[src/rtl/comm_fifo_bridge.sv]
// Elastic buffer between the SPI byte stream and the processing core: an RX FIFO of {cmd, data}
// pairs with a registered valid/ready head, and a TX FIFO drained into the SPI block by a small FSM.
module comm_fifo_bridge #(
  parameter int unsigned DEPTH      = 16,
  parameter int unsigned LVL_W      = 5,
  parameter int unsigned TX_HOLDOFF = 2
) (
  input  logic             clk,
  input  logic             reset,
  input  logic [7:0]       spi_cmd,
  input  logic [7:0]       spi_data_out,
  input  logic             spi_data_out_valid,
  output logic [7:0]       spi_data_in,
  output logic             spi_data_in_valid,
  input  logic             spi_data_in_free,
  output logic [7:0]       comm_cmd,
  output logic [7:0]       comm_data_in,
  output logic             comm_data_in_valid,
  input  logic             comm_data_in_ready,
  input  logic [7:0]       comm_data_out,
  input  logic             comm_data_out_valid,
  output logic             comm_data_out_free,
  output logic [LVL_W-1:0] rx_level,
  output logic [LVL_W-1:0] tx_level,
  output logic             rx_overflow,
  output logic             tx_overflow
);

  localparam int unsigned AW = $clog2(DEPTH);
  // TX_HOLDOFF is expected to be at least 1
  localparam int unsigned CW = (TX_HOLDOFF > 1) ? $clog2(TX_HOLDOFF) : 1;
  localparam logic [CW-1:0] HoldLast = CW'(TX_HOLDOFF - 1);

  // ---------------- RX path ----------------
  logic [15:0]      rx_mem [DEPTH];
  logic [AW:0]      rx_wptr_q, rx_rptr_q;
  logic             rx_full, rx_empty, rx_push, rx_pop;
  logic             rx_out_valid_q;
  logic [7:0]       rx_out_cmd_q, rx_out_data_q;
  logic [LVL_W-1:0] rx_level_q, rx_level_d;
  logic             rx_ovf_q;

  assign rx_empty = (rx_wptr_q == rx_rptr_q);
  assign rx_full  = (rx_wptr_q[AW] != rx_rptr_q[AW]) &&
                    (rx_wptr_q[AW-1:0] == rx_rptr_q[AW-1:0]);
  // Full is judged on the pre-edge state, so a push at full is refused even with a pop
  assign rx_push  = spi_data_out_valid && !rx_full;
  assign rx_pop   = !rx_empty && (!rx_out_valid_q || comm_data_in_ready);

  always_comb begin
    rx_level_d = rx_level_q;
    if (rx_push && !rx_pop) begin
      rx_level_d = rx_level_q + LVL_W'(1);
    end else if (!rx_push && rx_pop) begin
      rx_level_d = rx_level_q - LVL_W'(1);
    end
  end

  always_ff @(posedge clk) begin
    if (rx_push) begin
      rx_mem[rx_wptr_q[AW-1:0]] <= {spi_cmd, spi_data_out};
    end
  end

  always_ff @(posedge clk) begin
    if (reset) begin
      rx_wptr_q      <= '0;
      rx_rptr_q      <= '0;
      rx_out_valid_q <= 1'b0;
      rx_out_cmd_q   <= '0;
      rx_out_data_q  <= '0;
      rx_level_q     <= '0;
      rx_ovf_q       <= 1'b0;
    end else begin
      if (rx_push) begin
        rx_wptr_q <= rx_wptr_q + 1'b1;
      end
      if (rx_pop) begin
        rx_rptr_q                     <= rx_rptr_q + 1'b1;
        {rx_out_cmd_q, rx_out_data_q} <= rx_mem[rx_rptr_q[AW-1:0]];
        rx_out_valid_q                <= 1'b1;
      end else if (comm_data_in_ready) begin
        rx_out_valid_q <= 1'b0;
      end
      rx_level_q <= rx_level_d;
      if (spi_data_out_valid && rx_full) begin
        rx_ovf_q <= 1'b1;
      end
    end
  end

  assign comm_cmd           = rx_out_cmd_q;
  assign comm_data_in       = rx_out_data_q;
  assign comm_data_in_valid = rx_out_valid_q;
  assign rx_level           = rx_level_q;
  assign rx_overflow        = rx_ovf_q;

  // ---------------- TX path ----------------
  typedef enum logic [1:0] {TxIdle, TxSend, TxWait} tx_state_e;

  logic [7:0]       tx_mem [DEPTH];
  logic [AW:0]      tx_wptr_q, tx_rptr_q;
  logic             tx_full, tx_empty, tx_push, tx_pop, tx_load;
  logic [LVL_W-1:0] tx_level_q, tx_level_d;
  logic             tx_ovf_q;
  logic [7:0]       tx_byte_q;
  tx_state_e        tx_state_q, tx_state_d;
  logic [CW-1:0]    tx_cnt_q, tx_cnt_d;

  assign tx_empty = (tx_wptr_q == tx_rptr_q);
  assign tx_full  = (tx_wptr_q[AW] != tx_rptr_q[AW]) &&
                    (tx_wptr_q[AW-1:0] == tx_rptr_q[AW-1:0]);
  assign tx_push  = comm_data_out_valid && !tx_full;

  // Free is only looked at in TxIdle, so a stale flag cannot trigger a second send
  always_comb begin
    tx_state_d = tx_state_q;
    tx_cnt_d   = tx_cnt_q;
    tx_pop     = 1'b0;
    tx_load    = 1'b0;
    unique case (tx_state_q)
      TxIdle: begin
        if (!tx_empty && spi_data_in_free) begin
          tx_state_d = TxSend;
          tx_load    = 1'b1;
        end
      end
      TxSend: begin
        tx_pop     = 1'b1;
        tx_cnt_d   = '0;
        tx_state_d = TxWait;
      end
      TxWait: begin
        if (tx_cnt_q == HoldLast) begin
          tx_state_d = TxIdle;
        end else begin
          tx_cnt_d = tx_cnt_q + 1'b1;
        end
      end
      default: tx_state_d = TxIdle;
    endcase
  end

  always_comb begin
    tx_level_d = tx_level_q;
    if (tx_push && !tx_pop) begin
      tx_level_d = tx_level_q + LVL_W'(1);
    end else if (!tx_push && tx_pop) begin
      tx_level_d = tx_level_q - LVL_W'(1);
    end
  end

  always_ff @(posedge clk) begin
    if (tx_push) begin
      tx_mem[tx_wptr_q[AW-1:0]] <= comm_data_out;
    end
  end

  always_ff @(posedge clk) begin
    if (reset) begin
      tx_wptr_q  <= '0;
      tx_rptr_q  <= '0;
      tx_level_q <= '0;
      tx_ovf_q   <= 1'b0;
      tx_byte_q  <= '0;
      tx_state_q <= TxIdle;
      tx_cnt_q   <= '0;
    end else begin
      if (tx_push) begin
        tx_wptr_q <= tx_wptr_q + 1'b1;
      end
      if (tx_pop) begin
        tx_rptr_q <= tx_rptr_q + 1'b1;
      end
      // Head is stable until the pop in TxSend, so it can be captured one cycle early
      if (tx_load) begin
        tx_byte_q <= tx_mem[tx_rptr_q[AW-1:0]];
      end
      if (comm_data_out_valid && tx_full) begin
        tx_ovf_q <= 1'b1;
      end
      tx_level_q <= tx_level_d;
      tx_state_q <= tx_state_d;
      tx_cnt_q   <= tx_cnt_d;
    end
  end

  assign spi_data_in        = tx_byte_q;
  assign spi_data_in_valid  = (tx_state_q == TxSend);
  assign comm_data_out_free = (tx_level_q != LVL_W'(DEPTH));
  assign tx_level           = tx_level_q;
  assign tx_overflow        = tx_ovf_q;

endmodule

[config.mk]
export PLATFORM = sky130hd
export DESIGN_NAME = comm_fifo_bridge
export DESIGN_NICKNAME = d
export VERILOG_FILES = /design/src/rtl/comm_fifo_bridge.sv
export SDC_FILE = /design/constraint.sdc
export NUM_CORES = 1
export LEC_CHECK = 0
export CORE_UTILIZATION = 40
export CTS_CLUSTER_DIAMETER = 30
export DETAILED_ROUTE_END_ITERATION = 6
export PLACE_DENSITY_LB_ADDON = 0.3
export SLEW_MARGIN = 25
export SYNTH_ARGS = -nofsm -noshare
export SYNTH_HDL_FRONTEND = slang
export SYNTH_SLANG_ARGS = --single-unit
[constraint.sdc]
create_clock -name clk -period 4.45 [get_ports clk]
set_clock_uncertainty 0.2 [all_clocks]
set_input_delay 0.89 -clock clk [delete_from_list [all_inputs] [get_ports clk]]
set_output_delay 0.89 -clock clk [all_outputs]
set_load 0.02 [all_outputs]
## Word-level counts from Yosys, hierarchy flattened

Memories as Yosys holds them, arrays and structs flattened. A register that Yosys moved wholly into a read port is not among the register bits.
Cells that the tools add are included.

| word-level totals | value |
|---|---|
| RAM bits | 384 |
| output and inout bits | 39 |
| flip-flop bits (word level) | 36 |
| memories kept | 2 |
| logic and storage cells | 79 |
| input bits | 30 |

| operators by class | value |
|---|---|
| mux-type cells | 18 |
| add/subtract/negate cells | 9 |
| eq/ne operators | 11 |
| reduce and logical (&&, ||, !) cells | 28 |

Memory list:

| memory | words | width | read ports | clocked after memory_dff | write ports | line | RTL |
|---|---|---|---|---|---|---|---|
| rx_mem | 16 | 16 | 1 | 1 | 1 | 35 | `logic [15:0] rx_mem [DEPTH];` |
| tx_mem | 16 | 8 | 1 | 1 | 1 | 101 | `logic [7:0] tx_mem [DEPTH];` |

Operators by type and width:

| kind | count |
|---|---|
| adder 5 x 1 -> 5 bit (second input constant) | 6 |
| two-way mux 5 bit | 4 |
| logical AND 1 bit | 12 |
| equality test 5 bit | 2 |
| two-way mux 1 bit | 10 |
| subtractor 5 x 1 -> 5 bit (second input constant) | 2 |
| logical NOT 1 bit | 9 |
| equality test 4 bit | 2 |
| nonzero test 2 bit | 4 |
| one-hot mux 2 bit (3 select lines) | 1 |
| inequality test 5 bit (second input constant) | 1 |
| two-way mux 2 bit | 2 |
| inequality test 2 bit (second input constant) | 2 |
| equality test 2 x 1 -> 1 bit (second input constant) | 1 |
| equality test 2 bit (second input constant) | 1 |
| logical NOT 2 bit | 1 |
| inequality test 1 bit | 2 |
| one-hot mux 1 bit (2 select lines) | 1 |
| AND reduction 2 bit | 1 |
| adder 1 bit (second input constant) | 1 |
| logical OR 1 bit | 1 |

## Depth between registers and ports, before layout

| depth | value |
|---|---|
| word-level depth | 8 |
| depth in mapped cells | 13 |
| mapped depth without buffers | 11 |

## Worst setup path after synthesis

No wires, ideal clock.

| path | value |
|---|---|
| path kind | in2reg |
| start | input spi_data_out_valid |
| end | register rx_level_q[4], in the netlist rx_level[4] |
| stages | 10 |
| setup time | 0.123 ns |
| buffers on the path | 1 |
| setup slack | 1.159 ns |
| arrival time | 2.967 ns |
| required time | 4.127 ns |
| cell sequence | o21a_1 -> clkbuf_1 -> ha_1 -> inv_1 -> ha_1 -> nor2b_1 -> o21a_1 -> or3_1 -> a21oi_1 -> mux2_1 |

| between the ends | value |
|---|---|
| word-level cells in the longest chain between the ends | 4 |
| elaborated cells between the ends (all ways) | 6 |
| classes of those cells | mux (1); reduce/logical (5) |

RTL lines:

| item | line | RTL |
|---|---|---|
| start, declared | 12 | `input logic spi_data_out_valid,` |
| logical AND 1 bit * | 47 | `assign rx_push = spi_data_out_valid && !rx_full;` |
| via rx_push | 37 | `logic rx_full, rx_empty, rx_push, rx_pop;` |
| logical NOT 1 bit | 54 | `end else if (!rx_push && rx_pop) begin` |
| logical AND 1 bit | 54 |  |
| nonzero test 2 bit (no line) | -- |  |
| end signal, assigned | 85 | `rx_level_q <= rx_level_d;` |
| end, declared | 40 | `logic [LVL_W-1:0] rx_level_q, rx_level_d;` |

Mark *: on every way through the listed nets, which the timed path passes. The rest lies on a longest branch.
A chain may end at the register's enable or synchronous reset.

## Final worst setup path

| path | value |
|---|---|
| start | register rx_rptr_q[1] |
| end | register rx_level_q[4], in the netlist rx_level[4] |

| between the ends | value |
|---|---|
| word-level cells in the longest chain between the ends | 7 |
| elaborated cells between the ends (all ways) | 13 |
| classes of those cells | eq/ne (2); mux (1); reduce/logical (10) |

RTL lines:

| item | line | RTL |
|---|---|---|
| start, declared | 36 | `logic [AW:0] rx_wptr_q, rx_rptr_q;` |
| start signal, assigned | 79 | `rx_rptr_q <= rx_rptr_q + 1'b1;` |
| equality test 4 bit | 45 | `(rx_wptr_q[AW-1:0] == rx_rptr_q[AW-1:0]);` |
| logical AND 1 bit | 44 | `assign rx_full = (rx_wptr_q[AW] != rx_rptr_q[AW]) &&` |
| logical NOT 1 bit | 47 |  |
| logical AND 1 bit | 47 |  |
| logical NOT 1 bit | 54 |  |
| logical AND 1 bit | 54 |  |
| nonzero test 2 bit (no line) | -- |  |

Several ways; a longest one is shown, not always the timed one.

==> impl_metrics.toml <==
[global_route]
globalRouteOverflowTotal = 0
first_global_vias = 9623
grt_util_overall = 0.1745
grt_first_pass_wirelength_mm = 57.25
pin_count_of_the_biggest_net_entering_global_routing = 67
antenna_found_initial = 0

[routing]
routed_wl_mm = 37.49
detail-route-antenna-nets = 0
detail_route.drc_violations = 0
detailed_router_s_first_iteration_violation_count = 710
detailedRoute.firstPassIterationCount = 5
routed-via-count = 8991
vias_per_cell = 5.185
detail_route.wl_per_cell_um = 21.62

[timing]
slew_headroom = 0.2867
period_needed_ps = 3429
finalMaxSlewViolations = 0
hold_viol_final = 0
setup-tns-final_ps = 0
rsz0062_at_grt = "false"
min_period_over_period = 0.7706
fin_hold_ws_ps = 274.0
report.final.setup_viol = 0
achievable-frequency_ghz = 0.2916
slew_worst_pin_ps = 1068

[die]
die_w_um = 211.4
initial_utilization = 0.4062
die_area_um2 = 44690
design.core.area_um2 = 43170
floorplan.io_pins = 69
floorplan.die.height_um = 211.4
row_count = 76

[cells_and_area]
final-seq-area_um2 = 12740
mostFrequentLayoutCells = "edfxtp_1 (384), mux4_2 (94), clkbuf_16 (92)"
layout-area-overhead-vs-synth_pct = 26.69
multi_input_area_um2 = 4447
num-nets-final = 1132
mostFrequentLayoutCell = "edfxtp_1"
fillerInstances = 3513
n_antenna_cell = 0
final_layout_size_suffix_gt1_frac = 0.2550

[clock_network]
cts.sinks = 444
clock-root-buffer = "clkbuf_16"
clock_transition_at_the_register_clock_pins_on_the_worst_setup_and_hold_paths_after_cts_ps = 50
cts-resized-gates = 0
tritoncts = "done"
cts_hold_buffers = 0
cts_buffer_depth = 3
cts-buffers-inserted = 90
worst_skew_pair.late_latency_ps = 590
post-cts-setup-buffers = 0
h-tree-depth = 3

[min_path]
hold_end = "spi_data_in[0]$_SDFFE_PP0P_"
min_path_type = "reg2reg"
timing.hold.worst_path_depth = 1
holdCritStartpoint = "spi_data_in[0]$_SDFFE_PP0P_"

[critical_path]
setup.reg_to_reg.worst_slack_ps = 1020
cp-start-kind = "flop"
criticalPathCategory = "reg2reg"
critical_path_required_ps = 4730
critical_path.endpoint_type = "flop"
worstPathMaxFanout = 26
critPathArrivalTime_ps = 3710
regToRegStartpoint = "rx_rptr_q[1]$_SDFFE_PP0P_"
capturing_point_of_the_worst_reg2reg_path = "rx_level[4]$_SDFFE_PP0P_"
ff2ff_path_depth = 11
launch_point_of_the_worst_path = "rx_rptr_q[1]$_SDFFE_PP0P_"

[logic_synthesis]
yosysSeqAreaShare = 0.7260
yosysWarnings = 0
synth.area.top_cells = "edfxtp_1 (66%), mux4_2 (12%), dfxtp_1 (6.8%), a22oi_1 (1.9%), ha_1 (1.7%)"
synthesis.instances = 929
syn_area_per_cell_um2 = 18.88
synth.lib_cells_used.distinct = 51
synth.cell_area_um2 = 17540
postSynthRegisterBits = 444
synth.largest_area_cell = "edfxtp_1"
ys.flop_type = "edfxtp_1"
synth_top_cell_area_share = 0.6575
async_reset_ff_frac = 0
synth_edf_count = 384
syn_nets = 985

[place]
gp_congestion = 0.7443
dp_hpwl_mm = 21.15
buffer_ports.inserted = 68

[pwr]
power.ir.vdd_worst_mv = 0.3737
power.leakage_nw = 7.500
power.density_cell_area_nw_per_um2 = 622.8

[run]
cap_violations = 0

[status]
status = "complete, no violations"
-- through the flow --
stage                       util  total power [mW]  instance area (um2)  instances  setup WS (ps)
after floorplan                -             6.209                17540        929           1159
after global routing      0.5147             14.37                22220       1734          790.4
after CTS                 0.5147             13.98                22220       1734           1004
after global placement    0.4388             6.763                18940       1569          659.0
after detailed placement  0.4388             6.797                18940       1569          614.6
final                     0.5147             13.84                22220       1734           1021
-- layout make-up --
| cell class | count | share of cell area |
|---|---|---|
| Sequential cell | 444 | 0.5733 |
| Multi-Input combinational cell | 417 | 0.2001 |
| Clock buffer | 106 | 0.1078 |
| Timing Repair Buffer | 106 | 0.04325 |
| Clock inverter | 59 | 0.03970 |
| Tap cell | 585 | 0.03294 |
| Inverter | 17 | 0.002872 |
-- worst max-delay path: stages, from the launching register on --
cell     delay, ps
dfxtp_4        660
xnor2_2        190
nand4_4        170
o21ai_4        290
ha_1           290
inv_1          120
ha_1           300
nor2b_1        130
o21a_1         160
or3_1          300
a21oi_1        170
mux2_1         330
-- cells by family after synthesis --
group	count (synthesis)	share of synthesized area
adders and majority gates	26	0.01941
muxes	109	0.1314
xor gates and xnor gates	31	0.01677
and+or+nand+nor	150	0.04131
DFF	444	0.7260
AOI/OAI and AO/OA	101	0.04409
buffers and inverters	68	0.02105
-- cell usage after synthesis (all sizes together), types with 4 or more instances --
library cell,count
a21oi,13
a22o,23
a22oi,44
and3,13
buf,35
clkbuf,16
dfxtp,60
edfxtp,384
ha,24
inv,17
mux2,4
mux2i,9
mux4,96
nand2,34
nand2b,4
nand3,4
nand4,5
nor2,58
nor2b,17
nor3,7
o211ai,4
o21a,4
o21ai,6
xnor2,13
xor2,18
-- worst max path at each step --
stage	end	slack, ps	cells past startpoint
after detailed placement	tx_level[4]$_SDFFE_PP0P_	610	10
after global routing	rx_level[4]$_SDFFE_PP0P_	790	11
after floorplan	rx_level[4]$_SDFFE_PP0P_	1160	10
final	rx_level[4]$_SDFFE_PP0P_	1020	11
after global placement	rx_level[4]$_SDFFE_PP0P_	660	11
after CTS	rx_level[4]$_SDFFE_PP0P_	1000	11
-- routing by layer --
metal	vias to the layer above	wire length [um]	global-route usage	part of all wire
li1	4056	-	-	-
met1	4610	16330	0.2338	0.44
met2	258	18210	0.2789	0.49
met3	67	2155	0.03842	0.057
met4	0	799	0.06597	0.021
met5	-	0	0	0
-- power by group --
part	internal, mW	leakage, nW	switching (mW)
Clock	4.99	1.58	2.14
Combinational	0.879	1.96	0.951
Sequential	4.71	3.96	0.165
-- state kept, by name, indices dropped and copies added, names as in the netlist --
name	cells
comm_cmd	8
rx_overflow	1
tx_rptr_q	5
rx_mem	256
rx_level	5
tx_level	5
tx_wptr_q	5
tx_overflow	1
rx_wptr_q	5
comm_data_in	8
tx_state_q	2
spi_data_in	8
tx_mem	128
tx_cnt_q	1
rx_rptr_q	5
comm_data_in_valid	1
Note: power is estimated with default switching activity, not from simulation.
